[src/rtl/modn_updown_counter_if.sv]
// Control/status bundle for modn_updown_counter: the master drives the
// count controls and observes the counter state; the slave is the counter.
interface modn_updown_counter_if #(
  parameter int WIDTH = 8,
  parameter int WRAPW = 16
);
  logic             clr;
  logic             load;
  logic [WIDTH-1:0] load_val;
  logic             en;
  logic             up;
  logic             sat;
  logic [WIDTH-1:0] cnt;
  logic             tc;
  logic             at_limit;
  logic [WRAPW-1:0] wrap_cnt;
  logic             load_err;

  modport master (
    output clr, load, load_val, en, up, sat,
    input  cnt, tc, at_limit, wrap_cnt, load_err
  );

  modport slave (
    input  clr, load, load_val, en, up, sat,
    output cnt, tc, at_limit, wrap_cnt, load_err
  );
endinterface

[src/rtl/modn_updown_counter.sv]
// Modulo-N up/down counter with wrap or saturate mode, clear, parallel load,
// a one-cycle terminal-count pulse and a saturating wrap-event counter.
module modn_updown_counter_chk #(
  parameter int WIDTH   = 8,
  parameter int MODULUS = 10
) ();
  generate
    if ((MODULUS < 32'sd2) || (64'(MODULUS) > (64'd1 << WIDTH))) begin : g_bad_modulus
      $fatal(1, "modn_updown_counter: MODULUS must lie in 2..2**WIDTH");
    end
  endgenerate
endmodule

module modn_updown_counter #(
  parameter int WIDTH   = 8,
  parameter int MODULUS = 10,
  parameter int WRAPW   = 16
) (
  input  logic                  clk,
  input  logic                  rstn,
  modn_updown_counter_if.slave  bus
);
  // Built in 32 bits then truncated so MODULUS == 2**WIDTH yields all-ones.
  localparam int unsigned      LIMIT_I = int'(MODULUS) - 1;
  localparam logic [WIDTH-1:0] LIMIT   = WIDTH'(LIMIT_I);

  logic [WIDTH-1:0] cnt_r;
  logic [WRAPW-1:0] wrap_cnt_r;
  logic             tc_r;
  logic             load_err_r;
  logic             hold_r;
  logic             at_limit_s;
  logic             load_ok_s;

  modn_updown_counter_chk #(.WIDTH(WIDTH), .MODULUS(MODULUS)) u_chk ();

  // Limit detection for the current direction and load range check
  always_comb begin
    at_limit_s = bus.up ? (cnt_r == LIMIT) : (cnt_r == {WIDTH{1'b0}});
    load_ok_s  = (bus.load_val <= LIMIT);
  end

  // Counter state: reset > clear > load > enable > hold
  always_ff @(posedge clk) begin
    if (!rstn || bus.clr) begin
      cnt_r      <= {WIDTH{1'b0}};
      wrap_cnt_r <= {WRAPW{1'b0}};
      tc_r       <= 1'b0;
      load_err_r <= 1'b0;
      hold_r     <= 1'b0;
    end else if (bus.load) begin
      cnt_r      <= load_ok_s ? bus.load_val : LIMIT;
      load_err_r <= ~load_ok_s;
      tc_r       <= 1'b0;
      hold_r     <= 1'b0;
    end else if (bus.en) begin
      load_err_r <= 1'b0;
      if (!at_limit_s) begin
        cnt_r  <= bus.up ? (cnt_r + WIDTH'(1'b1)) : (cnt_r - WIDTH'(1'b1));
        tc_r   <= 1'b0;
        hold_r <= 1'b0;
      end else if (bus.sat) begin
        // hold_r marks that the previous cycle already tried to pass the limit
        tc_r   <= ~hold_r;
        hold_r <= 1'b1;
      end else begin
        cnt_r  <= bus.up ? {WIDTH{1'b0}} : LIMIT;
        tc_r   <= 1'b1;
        hold_r <= 1'b0;
        if (wrap_cnt_r != {WRAPW{1'b1}}) begin
          wrap_cnt_r <= wrap_cnt_r + WRAPW'(1'b1);
        end else begin
          wrap_cnt_r <= wrap_cnt_r;
        end
      end
    end else begin
      tc_r       <= 1'b0;
      load_err_r <= 1'b0;
      hold_r     <= 1'b0;
    end
  end

  assign bus.cnt      = cnt_r;
  assign bus.tc       = tc_r;
  assign bus.at_limit = at_limit_s;
  assign bus.wrap_cnt = wrap_cnt_r;
  assign bus.load_err = load_err_r;
endmodule

[src/flat_wrapper.sv]
// flat-port wrapper written by rule: the top's interface ports become plain ports
module modn_updown_counter_flat 
#(
  parameter int WIDTH   = 8,
  parameter int MODULUS = 10,
  parameter int WRAPW   = 16
)
  (clk, rstn, bus_clr, bus_load, bus_load_val, bus_en, bus_up, bus_sat, bus_cnt, bus_tc, bus_at_limit, bus_wrap_cnt, bus_load_err);
  modn_updown_counter_if #(.WIDTH(WIDTH), .WRAPW(WRAPW)) bus_i ();
  input  logic clk;
  input  logic rstn;
  input wire logic [$bits(bus_i.clr)-1:0] bus_clr;
  input wire logic [$bits(bus_i.load)-1:0] bus_load;
  input wire logic [$bits(bus_i.load_val)-1:0] bus_load_val;
  input wire logic [$bits(bus_i.en)-1:0] bus_en;
  input wire logic [$bits(bus_i.up)-1:0] bus_up;
  input wire logic [$bits(bus_i.sat)-1:0] bus_sat;
  output wire logic [$bits(bus_i.cnt)-1:0] bus_cnt;
  output wire logic [$bits(bus_i.tc)-1:0] bus_tc;
  output wire logic [$bits(bus_i.at_limit)-1:0] bus_at_limit;
  output wire logic [$bits(bus_i.wrap_cnt)-1:0] bus_wrap_cnt;
  output wire logic [$bits(bus_i.load_err)-1:0] bus_load_err;
  assign bus_i.clr = bus_clr;
  assign bus_i.load = bus_load;
  assign bus_i.load_val = bus_load_val;
  assign bus_i.en = bus_en;
  assign bus_i.up = bus_up;
  assign bus_i.sat = bus_sat;
  assign bus_cnt = bus_i.cnt;
  assign bus_tc = bus_i.tc;
  assign bus_at_limit = bus_i.at_limit;
  assign bus_wrap_cnt = bus_i.wrap_cnt;
  assign bus_load_err = bus_i.load_err;
  modn_updown_counter #(.WIDTH(WIDTH), .MODULUS(MODULUS), .WRAPW(WRAPW)) u_core (.clk(clk), .rstn(rstn), .bus(bus_i));
endmodule
[config.mk]
export PLATFORM = sky130hd
export DESIGN_NAME = modn_updown_counter_flat
export DESIGN_NICKNAME = d
export VERILOG_FILES = /design/src/rtl/modn_updown_counter_if.sv /design/src/rtl/modn_updown_counter.sv /design/src/flat_wrapper.sv
export SDC_FILE = /design/constraint.sdc
export NUM_CORES = 1
export LEC_CHECK = 0
export ABC_AREA = 0
export BUFFER_PORTS_ARGS = -buffer_cell sky130_fd_sc_hd__buf_2
export CAP_MARGIN = 20
export CORE_AREA = 2 2 58 60
export DETAILED_ROUTE_END_ITERATION = 7
export DIE_AREA = 0 0 60 62
export PLACE_DENSITY = 0.76
export SLEW_MARGIN = 20
export SYNTH_ARGS = -nofsm -noshare
export SYNTH_HDL_FRONTEND = slang
export SYNTH_SLANG_ARGS = --single-unit
[constraint.sdc]
create_clock -name clk -period 2.18 [get_ports clk]
set_input_delay 0.218 -clock clk [delete_from_list [all_inputs] [get_ports clk]]
set_output_delay 0.218 -clock clk [all_outputs]
set_load 0.01 [all_outputs]
# --- Word-level counts from Yosys, hierarchy flattened ---
# Index checks and enable logic that the tools add are counted.
classes:
  n_addsub: 3
  order_cmp: 1
  n_eq_ne: 3
  muxes: 10
  bitwise_logic: 6
  reduce_logical: 8
ops:
  columns: ["operator", "n"]
  rows:
  - ["2-to-1 mux 8 bit", 6]
  - ["adder 16 x 1 -> 16 bit, second input constant", 1]
  - ["inequality test 16 bit, second input constant", 1]
  - ["adder 8 x 1 -> 8 bit, second input constant", 1]
  - ["== test 8 x 4 -> 1 bit, second input constant", 1]
  - ["<= comparator 8 x 4 -> 1 bit, second input constant", 1]
  - ["logical NOT 8 bit", 1]
  - ["subtractor 8 x 1 -> 8 bit, second input constant", 1]
  - ["NOT 1 bit", 6]
  - ["AND reduction 5 bit", 1]
  - ["2-to-1 mux 4 bit", 1]
  - ["OR reduction 4 bit", 1]
  - ["2-to-1 mux 1 bit", 3]
  - ["inequality test 3 bit, second input constant", 1]
  - ["AND reduction 2 bit", 1]
  - ["nonzero test 2 bit", 1]
  - ["OR reduction 2 bit", 1]
  - ["logical NOT 1 bit", 1]
  - ["logical OR 1 bit", 1]
totals:
  regBits: 27
  output_inout_bits: 27
  wordCells: 36

# --- Longest topological paths before layout ---
# Gate-level depths: netlist of the first run.
logic_depth:
  ltp_word: 5
  mapped_depth: 8
  mapped_depth_nobuf: 8

# --- Worst setup path before layout of the first run ---
# Ideal clock, no wire load.
synth_path:
  path_kind: "register to register"
  from: "register u_core.cnt_r[1], in the netlist u_core.bus.cnt[1]"
  to: "register u_core.cnt_r[7], in the netlist u_core.bus.cnt[7]"
  arrival_time_ns: 1.783
  slack_ns: 0.323
  path_stages_with_launch: 8
  n_path_buf: 0
  path_cell_list: "dfxtp_1 ha_1 a21oi_1 o211ai_1 o41ai_1 xnor2_1 or3_1 a31oi_1"
synth_via:
  elab_chain_cells: 5
  word_cells_on_any_way: 11
synth_rtl:
  columns: ["element", "line", "text"]
  rows:
  - ["from (decl)", "modn_updown_counter.sv:27", "logic [WIDTH-1:0] cnt_r;"]
  - ["from (signal assigned)", "modn_updown_counter.sv:46", "cnt_r <= {WIDTH{1'b0}};"]
  - ["from (signal assigned)", "modn_updown_counter.sv:52", "cnt_r <= load_ok_s ? bus.load_val : LIMIT;"]
  - ["from (signal assigned)", "modn_updown_counter.sv:59", "cnt_r <= bus.up ? (cnt_r + WIDTH'(1'b1)) : (cnt_r - WIDTH'(1'b1));"]
  - ["subtractor 8 x 1 -> 8 bit, or another cell as far along", "modn_updown_counter.sv:59", null]
  - ["2-to-1 mux 8 bit or 2-to-1 mux 1 bit (tied branches)", "modn_updown_counter.sv:59, modn_updown_counter.sv:39", null]
  - ["2-to-1 mux 8 bit", "modn_updown_counter.sv:58", "if (!at_limit_s) begin"]
  - ["2-to-1 mux 8 bit", "modn_updown_counter.sv:56", "end else if (bus.en) begin"]
  - ["2-to-1 mux 8 bit", "modn_updown_counter.sv:51", "end else if (bus.load) begin"]
# Parallel ways exist; a longest one is shown, timed or not. The select of a mux whose other input is x is not followed.
# A chain may end at the register's enable or synchronous reset.

# --- Worst setup path in the final report of the first run ---
# Same ends and word-level chain as after synthesis.

==> reports/qor.txt, run 1 <==
Total via count in the routed design: 1432
RSZ-0062 raised after global routing: false
TritonCTS Buffers: 3
Yosys cell types: 42
DRC Markers: 0
H-tree lvl count: 1
Simple-gate share of the synthesized area: 27.7%
Arr. time, crit path: 2280 ps
Number of top-level pins: 42
Antenna cells: 0
Total standard cell area after synthesis: 1520 um2
PwrDens: 485 nW/um2
Clock tree skew after final layout: 8.15 ps
Fraction of the mapped netlist area in adder cells: 7.08%
Clock tree from TritonCTS: built
Sum of overflow across all layers after global routing: 0
Synth Area in Compound Gates: 14.6%
Highest achievable clock rate: 502 MHz
Wire length of the first global-routing pass: 5290 um
Largest fanout of any net on the critical path: 5
Estimated wirelength of the detail-placed design: 2480 um
Ratio of cells with drive above 1 in the final layout: 25.6%
Clock-pin slew on the worst setup and hold paths: 160 ps
Post-layout nets: 247
DR WL/cell: 12.0 um
Synthesized Nets: 200
Fin. Hold Viols: 0
Cell at the root of the clock tree: clkbuf_4
Highest-delay cell along the critical path: dfxtp_1
Ys Warns: 0
Prevailing post-synth register cell: dfxtp_1
Synthesized instance count: 177
Total of flip-flops plus latches after synthesis: 27
Die Area: 3720 um2
Clk_lat worst skew: 350 ps
Starting density of the core: 47.8%
Total setup violations reported at the end of the flow: 0
Clk sink count: 27
Required time worst endpoint: 2470 ps
Worst slew pin tran: 510 ps
R2R cell count: 7
Post-CTS setup buffers: 0
Main combinational cell family by area after synthesis: simple AND/OR/NAND/NOR gates
Multi-input combinational cell area: 931 um2
Post-layout instance area: 1830 um2
Post-layout minimum cycle time: 1990 ps
Sum of routed wire length over all layers: 3230 um
Synth Area in XOR/XNOR: 11.0%
Core outline area: 3180 um2
Number of global-route vias before repair: 1269
Sequential Area: 541 um2
Longest Clk Path Bufs: 2
Final period utilization: 91.3%
Die Span X: 60 um
FP Rows: 21
Placed cell areas: 1800 um2
Maximum number of pins on one net before global-route repair: 18
Placer's final routability congestion estimate: 0.797
Overall Global Routing Usage: 18.8%
Critical path type: reg2reg
WHS Path Cells: 2
Leak Pwr: 0.803 nW
Post-Route Setup TNS: 0 ps
Number of nets with antenna violations after detailed routing: 0
Slew headroom: 66.0%
Hold crit path type: in2reg
Type of element launching the critical path: flip-flop
Max-capacitance violation count: 0
Post-cts gate resize count: 0
Crit. End Element: flip-flop
Vias per cell: 5.32
Final-layout worst hold slack: 103 ps
Starting DRC count in detailed routing: 71
Number of flops mapped to enable cells by yosys: 0
Most used standard cell by instance count after synthesis: nor2_1
Worst IR drop on VDD: 0.246 mV
Crit-path cells: ha_1 > a21oi_1 > o211ai_1 > o41ai_1 > xnor2_1 > or3_1 > a31oi_1
# fillers: 305
Die Span Y: 62 um
Number of detailed-route iterations in the first pass: 4
Top post-synthesis cells by area: dfxtp_1 (36%), xor2_1 (7.5%), nor2_1 (6.9%)
Port Buffer Count: 41
Antenna violations before repair: 0
Async SR Flop Fraction: 0%
Max-slew violation count: 0
Leading area contributor after synthesis: dfxtp_1
Top cell types by occurrence after synthesis: nor2_1 (28), dfxtp_1 (27), nand2_1 (14)
Area overhead of the layout relative to synthesis: 20.7%
Share of Yosys cell area claimed by the top area cell type: 35.6%
Total of hold buffers inserted after clock tree synthesis: 0
Share of synthesized area spent on multiplexers: 0.659%
Crit path largest cell delay: 440 ps
Average footprint of a synthesized cell: 8.58 um2
Post-synthesis sequential area ratio: 35.6%
Outcome: complete, no violations
metrics by stage:
stage	power, W	worst slack, ps	std cells	utilization, %
2_1_floorplan	0.000609	323	177	-
3_3_place_gp	0.000656	169	265	56.5
3_5_place_dp	0.000659	87.8	265	56.5
4_1_cts	0.000898	167	269	57.5
5_1_grt	0.000933	38.8	269	57.7
6_report	0.000890	190	269	57.7
worst paths after layout:
path                            slack (ps)                             end                           start
worst max-delay path                   190  u_core.bus.cnt[7]$_SDFFE_PP0P_  u_core.bus.cnt[1]$_SDFFE_PP0P_
worst min-delay path                   100  u_core.bus.cnt[0]$_SDFFE_PP0P_                        bus_load
worst max register to register         190  u_core.bus.cnt[7]$_SDFFE_PP0P_  u_core.bus.cnt[1]$_SDFFE_PP0P_
worst min register to register         450        u_core.bus.tc$_SDFF_PP0_        u_core.hold_r$_SDFF_PP0_
metal layers:
layer	wire length, um	track usage, %	vias up
met5	0	0	-
met4	48	6.67	0
met2	1480	32.6	41
li1	-	-	722
met3	161	2.69	5
met1	1530	23.9	664
report_power, final:
part	switching (W)	total [W]	internal, W
logic	0.0000786	0.000139	0.0000602
clock network	0.000167	0.000242	0.0000753
registers	0.00000868	0.000509	0.000500
total	0.000254	0.000890	0.000636
cell usage in the layout (no fill, tap or decap), types with 3 or more instances in the layout:
master	netlist	final
buf_4	0	5
clkbuf_4	0	3
a21oi_1	8	8
nand4_1	3	3
a31oi_1	3	3
nand2b_1	5	5
nand3_1	10	10
nor2_1	28	28
nand2_1	14	14
dfxtp_1	27	27
and3_1	4	4
or3_1	4	4
xor2_1	13	13
o21ai_0	5	5
buf_2	0	41
xnor2_1	6	6
inv_1	7	7
ha_1	7	7
cells by family (layout without fill, tap and decap cells):
logic type | Yosys count | in the layout
adders and majority gates | 8 | 8
AOI/OAI and AO/OA | 29 | 29
muxes | 1 | 1
xor gates and xnor gates | 19 | 19
and+or+nand+nor | 81 | 81
buffers and inverters | 12 | 58
DFF | 27 | 27
cell type report:
class                           instances  share of cell area [%]
Multi-Input combinational cell        138                    50.8
Inverter                                8                    1.64
Sequential cell                        27                    29.5
Clock inverter                          1                   0.478
Tap cell                               46                    3.14
Clock buffer                            3                    1.23
Timing Repair Buffer                   46                    13.2
sequential cells by signal, summed over array words and instances, names as in the netlist:
signal / cells
u_core.bus.wrap_cnt: 16
u_core.hold_r: 1
u_core.bus.load_err: 1
u_core.bus.cnt: 8
u_core.bus.tc: 1
critical path, delay by kind of cell (launching register included):
family / cells / cell delay, ps
XOR/XNOR: 1 / 120
AO/OA/AOI/OAI: 4 / 800
AND/OR/NAND/NOR: 1 / 320
flip-flops: 1 / 440
adder cells (fa/ha/maj): 1 / 260
Note: power is estimated with default switching activity, not from simulation.
==> run 2, diff against run 1 <==
--- a/config.mk
+++ b/config.mk
@@ -12,6 +12,7 @@
 export DETAILED_ROUTE_END_ITERATION = 7
 export DIE_AREA = 0 0 60 62
 export PLACE_DENSITY = 0.76
+export RECOVER_POWER = 50
 export SLEW_MARGIN = 20
 export SYNTH_ARGS = -nofsm -noshare
 export SYNTH_HDL_FRONTEND = slang
==> reports/qor.txt, run 2 (synthesis gave the netlist of run 1 again) <==
Vias per cell: 5.29 (was 5.32)
DRC Markers: 0 (unchanged)
Wire length of the first global-routing pass: 5290 um (unchanged)
Clk_lat worst skew: 350 ps (about the same)
Leak Pwr: 0.690 nW (was 0.803 nW)
# fillers: 313 (was 305)
Sum of routed wire length over all layers: 3250 um (was 3230 um)
Critical path type: reg2reg (unchanged)
Die Area: 3720 um2 (unchanged)
Worst IR drop on VDD: 0.246 mV (about the same)
Clock-pin slew on the worst setup and hold paths: 160 ps (about the same)
Portion of total power attributed to the clock network: 27.3% (was 27.2%)
Final setup slack of the worst path: 182 ps (was 190 ps)
Overall Global Routing Usage: 18.8% (unchanged)
Port Buffer Count: 41 (unchanged)
Most frequent cells in the layout: nor2_1 (28), dfxtp_1 (27), clkbuf_1 (26) (was buf_2 (41), nor2_1 (28), dfxtp_1 (27))
Fin. Hold Viols: 0 (unchanged)
Outcome: complete, no violations (unchanged)
Final cell count without fillers: 269 (unchanged)
Number of detailed-route iterations in the first pass: 4 (unchanged)
Placer's final routability congestion estimate: 0.797 (unchanged)
Worst slew pin tran: 510 ps (about the same)
PwrDens: 494 nW/um2 (was 485 nW/um2)
Sum of overflow across all layers after global routing: 0 (unchanged)
Required time worst endpoint: 2460 ps (was 2470 ps)
Clock tree skew after final layout: 9.85 ps (was 8.15 ps)
FF-to-FF End: u_core.bus.cnt[7]$_SDFFE_PP0P_ (unchanged)
Clock tree from TritonCTS: built (unchanged)
Origin of the worst min-delay path: bus_load (unchanged)
Starting density of the core: 47.8% (unchanged)
Ratio of cells with drive above 1 in the final layout: 13.9% (was 25.6%)
Highest achievable clock rate: 500 MHz (was 502 MHz)
Sequential share of power: 57.2% (about the same)
Die Span Y: 62 um (unchanged)
WHS Path Cells: 2 (unchanged)
Type of element launching the critical path: flip-flop (unchanged)
Net Sw Power: 0.000255 W (was 0.000254 W)
Cell at the root of the clock tree: clkbuf_4 (unchanged)
Arr. time, crit path: 2280 ps (about the same)
Final period utilization: 91.7% (was 91.3%)
Largest fanout of any net on the critical path: 5 (unchanged)
TritonCTS Buffers: 3 (unchanged)
Internal power: 0.000634 W (was 0.000636 W)
Area overhead of the layout relative to synthesis: 18.5% (was 20.7%)
Overall power: 0.000889 W (was 0.000890 W)
Post-CTS setup buffers: 0 (unchanged)
Max-slew violation count: 0 (unchanged)
Antenna violations before repair: 0 (unchanged)
Post-layout minimum cycle time: 2000 ps (was 1990 ps)
Cell count after placement: 265 (unchanged)
Switching share of power: 28.7% (was 28.6%)
R2R cell count: 7 (unchanged)
Multi-input combinational cell area: 931 um2 (unchanged)
Number of nets with antenna violations after detailed routing: 0 (unchanged)
FP Rows: 21 (unchanged)
Clk sink count: 27 (unchanged)
Placed cell areas: 1800 um2 (unchanged)
Die Span X: 60 um (unchanged)
H-tree lvl count: 1 (unchanged)
Number of top-level pins: 42 (unchanged)
Worst setup timing slack at the placement stage: 87.8 ps (unchanged)
Most common cell after layout, fill and taps aside: nor2_1 (was buf_2)
Sequential Area: 541 um2 (unchanged)
Estimated wirelength of the detail-placed design: 2480 um (unchanged)
Post-layout instance area: 1800 um2 (was 1830 um2)
Longest Clk Path Bufs: 2 (unchanged)
Sink of the worst hold path: u_core.bus.cnt[0]$_SDFFE_PP0P_ (unchanged)
RSZ-0062 raised after global routing: false (unchanged)
Total via count in the routed design: 1423 (was 1432)
Slew headroom: 66.0% (about the same)
Total of hold buffers inserted after clock tree synthesis: 0 (unchanged)
Reg-to-Reg Start: u_core.bus.cnt[1]$_SDFFE_PP0P_ (unchanged)
FF-to-FF setup slack: 180 ps (was 190 ps)
Number of global-route vias before repair: 1269 (unchanged)
Total setup violations reported at the end of the flow: 0 (unchanged)
DR WL/cell: 12.1 um (was 12.0 um)
Core outline area: 3180 um2 (unchanged)
Crit. End Element: flip-flop (unchanged)
Starting DRC count in detailed routing: 76 (was 71)
Post-layout nets: 247 (unchanged)
Hold crit path type: in2reg (unchanged)
Post-Route Setup TNS: 0 ps (unchanged)
Maximum number of pins on one net before global-route repair: 18 (unchanged)
Comb power frac: 15.5% (was 15.6%)
Max-capacitance violation count: 0 (unchanged)
Antenna cells: 0 (unchanged)
Max FFs per register: 16 (unchanged)
==> run 2: metal layers <==
layer  GRT usage, %  up-vias  routed length (um)
li1               -      721                   -
met5              0        -                   0
met3           2.69        5                 141
met2           32.6       35                1510
met4           6.67        0                  48
met1           23.9      662                1550
==> run 2: worst max path at each step <==
stage	to	startpoint	depth (start not counted)	slack [ps]
finish	u_core.bus.cnt[7]$_SDFFE_PP0P_	u_core.bus.cnt[1]$_SDFFE_PP0P_	7	180
global route	u_core.bus.cnt[7]$_SDFFE_PP0P_	u_core.bus.cnt[1]$_SDFFE_PP0P_	7	40
CTS	u_core.bus.cnt[7]$_SDFFE_PP0P_	u_core.bus.cnt[1]$_SDFFE_PP0P_	7	170
detailed placement	u_core.bus.cnt[7]$_SDFFE_PP0P_	bus_up	9	90
global placement	u_core.bus.cnt[7]$_SDFFE_PP0P_	bus_up	9	170
floorplan	u_core.bus.cnt[7]$_SDFFE_PP0P_	u_core.bus.cnt[1]$_SDFFE_PP0P_	7	320
==> run 2: final cells by class <==
type | instances | area share (%)
clock buffer | 3 | 1.25
tap | 46 | 3.20
sequential | 27 | 30.0
timing repair buffer | 46 | 11.7
inverter | 8 | 1.67
multi-input combinational | 138 | 51.7
clock inverter | 1 | 0.486
==> run 2: what timing repair did <==
action | CTS | global route
endpoints found under the hold margin | 0 | 0
gates resized for setup | 0 | 1
setup endpoints to repair | 0 | 2
==> run 2: critical path, cell delays in order, from the launching register on <==
cell	delay, ps
dfxtp_1	440
ha_1	260
a21oi_1	190
o211ai_1	150
o41ai_1	340
xnor2_1	120
or3_1	320
a31oi_1	120
==> run 2: power groups by stage <==
| stage | registers, W | logic (W) | clock network, W |
|---|---|---|---|
| after floorplan | 0.000520 | 0.0000885 | 0 |
| after global placement | 0.000519 | 0.000137 | 0 |
| after detailed placement | 0.000519 | 0.000139 | 0 |
| after CTS | 0.000509 | 0.000140 | 0.000249 |
| after global routing | 0.000510 | 0.000153 | 0.000268 |
| final | 0.000509 | 0.000138 | 0.000243 |
==> run 2: per-stage QoR <==
stage	util (%)	hold slack [ps]
6_report	56.6	101
3_3_place_gp	56.5	426
5_1_grt	56.6	103
3_5_place_dp	56.5	420
2_1_floorplan	-	314
4_1_cts	57.5	96.5
